## src/rtl/score_pkg.sv

```systemverilog
// Shared types and defaults for the score engine: converter state encoding,
// lane popcount helper and gameplay tuning constants.
package score_pkg;

  typedef enum logic [1:0] {
    IDLE  = 2'd0,
    SHIFT = 2'd1,
    DONE  = 2'd2
  } bcd_state_e;

  localparam int DEF_BASE_PTS    = 50;
  localparam int DEF_STREAK_STEP = 10;
  localparam int DEF_MAX_MULT    = 4;

  // Number of set bits; lane vectors are zero-extended to 32 bits by the caller.
  function automatic logic [5:0] popcount(input logic [31:0] v);
    logic [5:0] n;
    n = '0;
    for (int i = 0; i < 32; i++) begin
      n = n + {5'b0, v[i]};
    end
    return n;
  endfunction

endpackage

```

## src/rtl/bcd_iter.sv

```systemverilog
// Iterative binary-to-BCD converter (shift-add-3 double dabble), one bit per
// cycle. A start seen in IDLE or DONE latches the input and begins a new pass;
// done is high for the single cycle in which bcd holds the finished result.
//
// state | meaning
// IDLE  | waiting for start
// SHIFT | BIN_W shift-add-3 iterations in progress
// DONE  | bcd valid this cycle; a start here restarts immediately
module bcd_iter
  import score_pkg::*;
#(
  parameter int BIN_W  = 21,
  parameter int DIGITS = 7
) (
  input  logic                  clk,
  input  logic                  reset,
  input  logic                  start,
  input  logic                  abort,
  input  logic [BIN_W-1:0]      bin,
  output logic                  busy,
  output logic                  done,
  output logic [DIGITS*4-1:0]   bcd
);

  localparam int CNT_W = $clog2(BIN_W + 1);

  bcd_state_e                state_q, state_d;
  logic [DIGITS*4-1:0]       bcd_q, bcd_d, adj;
  logic [BIN_W-1:0]          bin_q, bin_d;
  logic [CNT_W-1:0]          cnt_q, cnt_d;

  // Converter registers.
  always_ff @(posedge clk or posedge reset) begin
    if (reset) begin
      state_q <= IDLE;
      bcd_q   <= '0;
      bin_q   <= '0;
      cnt_q   <= '0;
    end else begin
      state_q <= state_d;
      bcd_q   <= bcd_d;
      bin_q   <= bin_d;
      cnt_q   <= cnt_d;
    end
  end

  // Add 3 to every digit that is 5 or more before the next left shift.
  always_comb begin
    adj = bcd_q;
    for (int i = 0; i < DIGITS; i++) begin
      if (bcd_q[4*i +: 4] >= 4'd5) begin
        adj[4*i +: 4] = bcd_q[4*i +: 4] + 4'd3;
      end
    end
  end

  // Next-state and datapath control; abort wins over everything.
  always_comb begin
    state_d = state_q;
    bcd_d   = bcd_q;
    bin_d   = bin_q;
    cnt_d   = cnt_q;
    if (abort) begin
      state_d = IDLE;
    end else begin
      case (state_q)
        IDLE: begin
          if (start) begin
            state_d = SHIFT;
            bcd_d   = '0;
            bin_d   = bin;
            cnt_d   = CNT_W'(BIN_W - 1);
          end
        end
        SHIFT: begin
          bcd_d = {adj[DIGITS*4-2:0], bin_q[BIN_W-1]};
          bin_d = {bin_q[BIN_W-2:0], 1'b0};
          cnt_d = cnt_q - 1'b1;
          if (cnt_q == '0) begin
            state_d = DONE;
          end
        end
        DONE: begin
          if (start) begin
            state_d = SHIFT;
            bcd_d   = '0;
            bin_d   = bin;
            cnt_d   = CNT_W'(BIN_W - 1);
          end else begin
            state_d = IDLE;
          end
        end
        default: state_d = IDLE;
      endcase
    end
  end

  assign busy = (state_q != IDLE);
  assign done = (state_q == DONE);
  assign bcd  = bcd_q;

endmodule

```

## src/rtl/score_engine.sv

```systemverilog
// Multi-lane hit/miss scorer: streak, combo multiplier, saturating score and
// an iteratively converted BCD copy of the score for the hex displays.
// Optional feature macro: STAR_POWER_EN (adds star_req/star_active and a
// timed x2 multiplier; mult widens to 4 bits so the doubled value 8 fits).
module score_engine
  import score_pkg::*;
#(
  parameter int LANES       = 5,
  parameter int SCORE_W     = 21,
  parameter int DIGITS      = 7,
  parameter int STREAK_W    = 10,
  parameter int BASE_PTS    = DEF_BASE_PTS,
  parameter int STREAK_STEP = DEF_STREAK_STEP,
  parameter int MAX_MULT    = DEF_MAX_MULT,
`ifdef STAR_POWER_EN
  parameter int unsigned STAR_CYCLES = 500_000_000,
  localparam int MULT_W = 4
`else
  localparam int MULT_W = 3
`endif
) (
  input  logic                  clk,
  input  logic                  reset,
  input  logic                  pause,
  input  logic                  clear,
  input  logic [LANES-1:0]      note_hit,
  input  logic [LANES-1:0]      note_miss,
  output logic [SCORE_W-1:0]    score,
  output logic [STREAK_W-1:0]   streak,
  output logic [MULT_W-1:0]     mult,
  output logic [DIGITS*4-1:0]   score_bcd,
  output logic                  bcd_valid
`ifdef STAR_POWER_EN
  ,
  input  logic                  star_req,
  output logic                  star_active
`endif
);

  logic [SCORE_W-1:0]   score_q, score_d;
  logic [STREAK_W-1:0]  streak_q, streak_d;
  logic [2:0]           mult_q, mult_d;
  logic                 chg_q, chg_d;
  logic                 pending_q, pending_d;
  logic                 valid_q, valid_d;
  logic [DIGITS*4-1:0]  bcd_q, bcd_d;

  logic [LANES-1:0]     hit_v;
  logic [5:0]           hits;
  logic                 miss_any;
  logic                 star_on;
  logic [3:0]           mult_pts;
  logic [15:0]          pts;
  logic [SCORE_W:0]     score_sum;
  logic [STREAK_W:0]    streak_sum;
  logic [STREAK_W-1:0]  steps;

  logic                 cv_start, cv_busy, cv_done;
  logic [DIGITS*4-1:0]  cv_bcd;

`ifdef STAR_POWER_EN
  localparam int SC_W = $clog2(STAR_CYCLES + 1);
  logic [SC_W-1:0] star_cnt_q, star_cnt_d;

  // Star-power down-counter register.
  always_ff @(posedge clk or posedge reset) begin
    if (reset) star_cnt_q <= '0;
    else       star_cnt_q <= star_cnt_d;
  end

  // Load on an accepted request, count down while active; pause freezes it.
  always_comb begin
    star_cnt_d = star_cnt_q;
    if (clear) begin
      star_cnt_d = '0;
    end else if (!pause) begin
      if (star_on) begin
        star_cnt_d = star_cnt_q - 1'b1;
      end else if (star_req && (streak_q >= STREAK_W'(3 * STREAK_STEP))) begin
        star_cnt_d = SC_W'(STAR_CYCLES);
      end
    end
  end

  assign star_on     = (star_cnt_q != '0);
  assign star_active = star_on;
`else
  assign star_on = 1'b0;
`endif

  // Gameplay state registers.
  always_ff @(posedge clk or posedge reset) begin
    if (reset) begin
      score_q   <= '0;
      streak_q  <= '0;
      mult_q    <= 3'd1;
      chg_q     <= 1'b0;
      pending_q <= 1'b0;
      valid_q   <= 1'b1;
      bcd_q     <= '0;
    end else begin
      score_q   <= score_d;
      streak_q  <= streak_d;
      mult_q    <= mult_d;
      chg_q     <= chg_d;
      pending_q <= pending_d;
      valid_q   <= valid_d;
      bcd_q     <= bcd_d;
    end
  end

  // Hit/miss scoring: a lane with both pulses counts as a miss, and any miss
  // forfeits the cycle's points. Points use the multiplier held before update.
  always_comb begin
    hit_v      = note_hit & ~note_miss;
    hits       = popcount(32'(hit_v));
    miss_any   = |note_miss;
    mult_pts   = {1'b0, mult_q} << star_on;
    pts        = 16'(hits) * 16'(BASE_PTS) * 16'(mult_pts);
    score_sum  = {1'b0, score_q} + (SCORE_W+1)'(pts);
    streak_sum = {1'b0, streak_q} + (STREAK_W+1)'(hits);
    steps      = '0;
    score_d    = score_q;
    streak_d   = streak_q;
    mult_d     = mult_q;
    if (clear) begin
      score_d  = '0;
      streak_d = '0;
      mult_d   = 3'd1;
    end else if (!pause) begin
      if (miss_any) begin
        streak_d = '0;
        mult_d   = 3'd1;
      end else begin
        score_d  = score_sum[SCORE_W] ? '1 : score_sum[SCORE_W-1:0];
        streak_d = streak_sum[STREAK_W] ? '1 : streak_sum[STREAK_W-1:0];
        steps    = streak_d / STREAK_W'(STREAK_STEP);
        mult_d   = (steps >= STREAK_W'(MAX_MULT - 1)) ? 3'(MAX_MULT) : 3'(steps) + 3'd1;
      end
    end
    // A clear forces the display to zero directly, so it must not trigger a conversion.
    chg_d = !clear && (score_d != score_q);
  end

  // Conversion sequencing: start from IDLE on a score change, restart from DONE
  // if the score moved meanwhile; bcd_valid drops in the very cycle score changes.
  always_comb begin
    cv_start  = !clear && ((!cv_busy && chg_q) || (cv_done && (chg_q || pending_q)));
    pending_d = pending_q;
    valid_d   = valid_q;
    bcd_d     = bcd_q;
    if (clear) begin
      pending_d = 1'b0;
      valid_d   = 1'b1;
      bcd_d     = '0;
    end else if (cv_start) begin
      pending_d = 1'b0;
      valid_d   = 1'b0;
      if (cv_done) bcd_d = cv_bcd;
    end else begin
      if (cv_busy && chg_q) pending_d = 1'b1;
      if (cv_done) begin
        valid_d = 1'b1;
        bcd_d   = cv_bcd;
      end
    end
  end

  bcd_iter #(
    .BIN_W  (SCORE_W),
    .DIGITS (DIGITS)
  ) u_bcd (
    .clk   (clk),
    .reset (reset),
    .start (cv_start),
    .abort (clear),
    .bin   (score_q),
    .busy  (cv_busy),
    .done  (cv_done),
    .bcd   (cv_bcd)
  );

  assign score     = score_q;
  assign streak    = streak_q;
  assign mult      = MULT_W'(mult_pts);
  assign score_bcd = bcd_q;
  assign bcd_valid = valid_q & ~cv_start;

endmodule

```

## config.mk

```make
export PLATFORM = sky130hd
export DESIGN_NAME = score_engine
export DESIGN_NICKNAME = d
export VERILOG_FILES = /design/src/rtl/score_pkg.sv /design/src/rtl/bcd_iter.sv /design/src/rtl/score_engine.sv
export SDC_FILE = /design/constraint.sdc
export NUM_CORES = 1
export LEC_CHECK = 0
export BUFFER_PORTS_ARGS = -buffer_cell sky130_fd_sc_hd__buf_2
export CAP_MARGIN = 20
export CORE_MARGIN = 5
export CORE_UTILIZATION = 52
export DETAILED_ROUTE_END_ITERATION = 7
export GPL_TIMING_DRIVEN = 1
export MAX_ROUTING_LAYER = met4
export PLACE_DENSITY = 0.71
export SETUP_SLACK_MARGIN = 0.4
export SLEW_MARGIN = 25
export SYNTH_ARGS = -nofsm -noshare
export SYNTH_HDL_FRONTEND = slang
export SYNTH_SLANG_ARGS = --single-unit
```

## constraint.sdc

```tcl
create_clock -name clk -period 16.79 [get_ports clk]
set_input_delay 3.358 -clock clk [delete_from_list [all_inputs] [get_ports clk]]
set_output_delay 3.358 -clock clk [all_outputs]
set_load 0.01 [all_outputs]
```

==> results.tsv, run 1 <==
stage	metric	value	unit
routing	vias_per_cell	5.91	
place	portBuffers	76	
final_layout	most-common-layout-cells	dfrtp_1, nand2_1, buf_2	
critical_path	critPathKind	input port to register	
floorplan	core	15300	sq um
global_routing	grt_max_degree	83	
final_layout	drive_gt1_frac	0.152	
sta	setup_viol	0	
run_status	status	finished clean	
global_routing	antenna_found_initial	0	
logic_synthesis	ys_warn_count	0	
pwr	clock_power_share	0.369	
global_routing	grt_overflow	0	
sta	setup-tns-final	0	ps
cts	cts_hold_buf	0	
pwr	swShare	0.308	
final_layout	final_common_cell	dfrtp_1	
final_layout	antenna_cells	0	
cts	clk_pin_slew	60	ps
critical_path	start_kind	input port	
sta	min_period	10330	ps
floorplan	die_h	135	microns
critical_path	cp_max_fo	11	
cts	root_buffer	clkbuf_16	
routing	dr.pass1.iters	6	
floorplan	io-pin-count	77	
place	placed_cell_area	8700	sq um
cts	cts_tree	done	
cts	ctsResizeCount	0	
logic_synthesis	ys_seq_area_frac	0.371	
logic_synthesis	syn_area	8160	sq um
cts	cts_buffers	17	
floorplan	initial_core_util	0.533	
final_layout	fin_cells	1186	
routing	ant_nets	0	
pwr	p_per_area	94.2	nW/um^2
sta	timing.final.crit_share	0.616	
routing	drc	0	
final_layout	stdcell_area	9230	sq um
critical_path	critPathRequiredTime	17040	ps
logic_synthesis	syn_avg_cell_area	9.00	sq um
cts	clock_latency	400	ps
place	gp_congestion	0.941	
cts	cts.path.max_buffers	2	
floorplan	die-area	18300	sq um
sta	finalHoldViolations	0	
logic_synthesis	ys.flop_type	dfrtp_1	
logic_synthesis	synth_top_cell_by_area	dfrtp_1	
critical_path	worstSetupEndpointType	register	
global_routing	grt_pass1_wl	33300	microns
logic_synthesis	synthArstFlopShare	1.00	
cts	post_cts_buffers	0	
critical_path	crit_path_max_incr_delay	690	ps
logic_synthesis	yosysTopAreaCellShare	0.365	
logic_synthesis	synth_area_leaders	dfrtp_1, ha_1, nand2_1, o21ai_0, fa_1	
global_routing	grt_pass1_vias	6708	
pwr	power_frac_comb	0.206	
sta	fmax	0.0968	GHz
sta	worst_pin_slew	987	ps
pwr	p_total	869	uW
min_path	min_path_cells	2	
critical_path	crit_slowest_cell	a2111oi_0	
pwr	ir_worst_vdd	0.0657	mV
logic_synthesis	ys_ff_latch	121	
critical_path	ff2ff_path_depth	22	
pwr	intPower	601	uW
logic_synthesis	synth_edf_count	0	
pwr	cellLeakagePower	4.40	nW
routing	drt-total-wl	19500	microns
pwr	netSwitchingPower	268	uW
cts	clock-sinks	121	
floorplan	dieWidth	135	microns
final_layout	finalNetCount	1039	
sta	relSlewSlack	0.341	
routing	wire_per_inst	16.5	microns
critical_path	worstPathArrival	10590	ps
floorplan	rows	45	
logic_synthesis	synthesis.nets	984	
place	dp.cells	1154	
sta	fin_skew	10.4	ps
routing	drtIter0Drc	551	
global_routing	track_usage	0.226	
final_layout	area_delta_synth_final	13.1	%
logic_synthesis	syn_inst	907	
min_path	hold_class	register to register	
sta	rsz0062_at_grt	no	
place	dpl.hpwl	14000	microns
routing	vias	7007	
pwr	seqPwrFrac	0.425	
job	maxCapViolCount	0	
cts	cts-htree-levels	4	
sta	maxSlewViolCount	0	
logic_synthesis	yosysUniqueCellTypes	80	
[per-layer routing]
metal,track usage,vias to the layer above,routed length (microns)
met3,0.0371,24,1000
met4,0.0616,0,245
met2,0.354,217,9240
met1,0.308,3378,9040
met5,-,-,0
li1,-,3388,-
[stage by stage]
| stage | worst slack (ps) | hold slack (ps) | util |
|---|---|---|---|
| final | 6460 | 472 | 0.603 |
| after global routing | 5930 | 499 | 0.603 |
| after CTS | 6520 | 475 | 0.602 |
| after detailed placement | 6080 | 463 | 0.568 |
| after global placement | 6330 | 459 | 0.568 |
| after floorplan | 7010 | 446 | - |
[synthesized netlist by cell type, drive strengths merged, types with 26 or more instances]
cell type / n
inv: 59
nor2: 66
nor3: 26
nand3: 36
a22o: 31
nand2b: 27
dfrtp: 119
o21ai: 62
ha: 49
a21oi: 48
clkbuf: 36
xnor2: 29
nand2: 92
[power groups by stage]
stage,registers (mW),logic (mW),clock network (mW)
2_1_floorplan,0.361,0.145,0
3_3_place_gp,0.372,0.171,0
3_5_place_dp,0.374,0.178,0
4_1_cts,0.369,0.181,0.324
5_1_grt,0.377,0.208,0.337
6_report,0.370,0.179,0.321
[state kept, by name, summed over array words and instances, names as in the netlist]
name,flops
mult,3
score,21
u_bcd.cnt_q,5
chg_q,1
score_bcd,28
pending_q,1
u_bcd.state_q,2
u_bcd.bcd,28
valid_q,1
streak,10
u_bcd.bin_q,21
[cells by family (layout without fill, tap and decap cells)]
family / Yosys count / after routing / share of synthesized area
flip-flops: 121 / 121 / 0.371
adder cells (fa/ha/maj): 64 / 64 / 0.111
AO/OA/AOI/OAI: 263 / 263 / 0.228
buffers and inverters: 106 / 174 / 0.0504
multiplexers: 11 / 11 / 0.0159
XOR/XNOR: 37 / 37 / 0.0406
AND/OR/NAND/NOR: 305 / 305 / 0.183
[cell type report]
type,instances,area [sq um]
Clock buffer,27,493
Multi-Input combinational cell,680,4760
Tap cell,211,264
Fill cell,1370,6080
Timing Repair Buffer,83,437
Inverter,59,224
Sequential cell,121,3030
Clock inverter,5,25.0
[final timing paths]
check / slack [ps] / from / endpoint
worst max register to register: 10610 / mult[2] / chg_q
worst min-delay path: 470 / u_bcd.bin_q[11] / u_bcd.bin_q[11]
max in group asynchronous: 12710 / reset / u_bcd.bin_q[11]
min in group asynchronous: 2990 / reset / streak[4]
worst max-delay path: 6460 / note_hit[0] / chg_q
worst min register to register: 470 / u_bcd.bin_q[11] / u_bcd.bin_q[11]
[critical path, delay by kind of cell]
kind / cells / cell delay [ps]
xor gates and xnor gates: 2 / 350
and+or+nand+nor: 3 / 630
buffers and inverters: 5 / 390
AOI/OAI and AO/OA: 12 / 3140
adders and majority gates: 6 / 2730
Note: power is estimated with default switching activity, not from simulation.
==> run 2, diff against run 1 <==
--- a/config.mk
+++ b/config.mk
@@ -12,7 +12,7 @@
 export DETAILED_ROUTE_END_ITERATION = 7
 export GPL_TIMING_DRIVEN = 1
 export MAX_ROUTING_LAYER = met4
-export PLACE_DENSITY = 0.71
+export PLACE_DENSITY = 0.74
 export SETUP_SLACK_MARGIN = 0.4
 export SLEW_MARGIN = 25
 export SYNTH_ARGS = -nofsm -noshare
==> constraint.sdc (replaced) <==
create_clock -name clk -period 8.4 [get_ports clk]
set_input_delay 1.68 -clock clk [delete_from_list [all_inputs] [get_ports clk]]
set_output_delay 1.68 -clock clk [all_outputs]
set_load 0.01 [all_outputs]
==> results.tsv, run 2 (synthesis results as in run 1) <==
stage	metric	value	unit	change
critical_path	worstSetupEndpointType	register		
critical_path	critPathRequiredTime	8660	ps	-8380 ps
cts	clock-sinks	121		unchanged
final_layout	fillCellCount	1324		-3.4%
floorplan	io-pin-count	77		unchanged
place	preCtsSetupSlack	-88.1	ps	-6170 ps
global_routing	antenna_found_initial	1		+1
place	dpl.hpwl	13900	microns	-0.25%
sta	relSlewSlack	0.349		+0.00846
floorplan	die_h	135	microns	unchanged
run_status	status	finished clean		
final_layout	finalNetCount	1051		+1.2%
sta	worst_pin_slew	976	ps	-10.7 ps
routing	vias	7000		-0.10%
cts	cts_hold_buf	0		unchanged
cts	cts-htree-levels	4		unchanged
sta	timing.final.crit_share	0.903		
place	gp_congestion	0.982		+4.3%
floorplan	dieWidth	135	microns	unchanged
final_layout	drive_gt1_frac	0.172		+0.0204
pwr	power_frac_comb	0.196		-0.010
job	maxCapViolCount	0		unchanged
global_routing	grt_overflow	0		unchanged
place	dp.cells	1165		+0.95%
pwr	p_per_area	197	nW/um^2	+110%
routing	drt-total-wl	19300	microns	-1.1%
global_routing	track_usage	0.226		about the same
pwr	cellLeakagePower	4.52	nW	+2.6%
pwr	ir_worst_vdd	0.147	mV	+120%
final_layout	seqCellArea	3030	sq um	unchanged
cts	root_buffer	clkbuf_16		
pwr	seqPwrFrac	0.397		-0.028
sta	setup_viol	0		unchanged
final_layout	area_delta_synth_final	15.8	%	
pwr	clock_power_share	0.408		+0.039
final_layout	final_common_cell	dfrtp_1		
cts	cts.path.max_buffers	2		unchanged
global_routing	grt_pass1_vias	6794		+1.3%
cts	cts_buffers	17		unchanged
routing	drc	0		unchanged
final_layout	multi_input_area	4800	sq um	+0.82%
pwr	netSwitchingPower	546	uW	+100%
global_routing	grt_max_degree	64		-23%
cts	cts_tree	done		
critical_path	critPathKind	input port to register		
critical_path	crit_slowest_cell	fa_1		
sta	min_period	7580	ps	
pwr	swShare	0.293		-0.0151
routing	drtIter0Drc	460		-17%
sta	finalHoldViolations	0		unchanged
routing	ant_nets	0		unchanged
cts	clk_pin_slew	50	ps	about the same
floorplan	rows	45		unchanged
routing	dr.pass1.iters	5		-1
sta	rsz0062_at_grt	no		
sta	worst_slack	819	ps	-5640 ps
critical_path	worstPathArrival	7840	ps	-2750 ps
critical_path	crit_path_max_incr_delay	560	ps	-130 ps
pwr	intPower	1.32	mW	+120%
cts	clock_latency	420	ps	+20 ps
sta	fin_skew	7.71	ps	-2.66 ps
floorplan	die-area	18300	sq um	unchanged
sta	maxSlewViolCount	0		unchanged
routing	vias_per_cell	5.84		-1.2%
critical_path	cp_max_fo	6		-5
floorplan	initial_core_util	0.533		unchanged
critical_path	start_kind	input port		
sta	fmax	0.132	GHz	
min_path	hold_class	register to register		
place	portBuffers	76		unchanged
routing	wire_per_inst	16.1	microns	-2.1%
critical_path	path_common_cell	fa_1		
final_layout	fin_cells	1199		+1.1%
global_routing	grt_pass1_wl	33100	microns	-0.46%
floorplan	core	15300	sq um	unchanged
sta	setup-tns-final	0	ps	unchanged
final_layout	most-common-layout-cells	dfrtp_1, nand2_1, buf_2		
run 2: area by class of cell:
class / instances / area share
Inverter: 59 / 0.0237
Clock inverter: 9 / 0.0154
Timing Repair Buffer: 95 / 0.0553
Antenna cell: 1 / 0.000265
Sequential cell: 121 / 0.321
Clock buffer: 23 / 0.0495
Tap cell: 211 / 0.0279
Multi-Input combinational cell: 680 / 0.507
run 2: power by group through the flow:
stage	sequential (mW)	combinational, mW	clock, mW
after floorplan	0.721	0.290	0
after global placement	0.744	0.346	0
after detailed placement	0.745	0.361	0
after CTS	0.737	0.365	0.770
after global routing	0.752	0.428	0.798
final	0.738	0.364	0.759
run 2: path summary, 6_finish.rpt:
path,start,slack (ps),depth (start not counted),endpoint
setup / recovery,note_hit[0],820,30,chg_q
max in group asynchronous,reset,5740,3,score[4]
hold reg to reg,u_bcd.bin_q[6],480,2,u_bcd.bin_q[6]
min in group asynchronous,reset,1410,2,score_bcd[2]
hold / removal,u_bcd.bin_q[6],480,2,u_bcd.bin_q[6]
setup reg to reg,mult[2],3060,23,chg_q
run 2: per-layer routing:
metal | up-vias | track usage | share of wire
met2 | 197 | 0.359 | 0.48
met3 | 39 | 0.0479 | 0.049
met5 | - | - | 0
li1 | 3413 | - | -
met1 | 3351 | 0.293 | 0.46
met4 | 0 | 0.0683 | 0.017
run 2: timing repair:
action / in CTS / in global routing
endpoints found under the setup margin: 1 / 1
setup buffers: 0 / 1
resized for setup: 1 / 7
pin swaps: 0 / 2
cloned: 0 / 0
run 2: through the flow:
step	hold WS (ps)	utilization	power [mW]	area [sq um]
floorplan	446	-	1.01	8170
global placement	460	0.574	1.09	8780
detailed placement	466	0.574	1.11	8780
CTS	479	0.614	1.87	9400
global route	493	0.617	1.98	9450
finish	477	0.617	1.86	9450
run 2: worst max-delay path, delay by kind of cell:
kind | cells | cell delay, ps
compound gates | 10 | 1910
xor+xnor | 2 | 220
buf+inv | 5 | 430
simple gates | 7 | 1050
fa+ha+maj | 6 | 2560
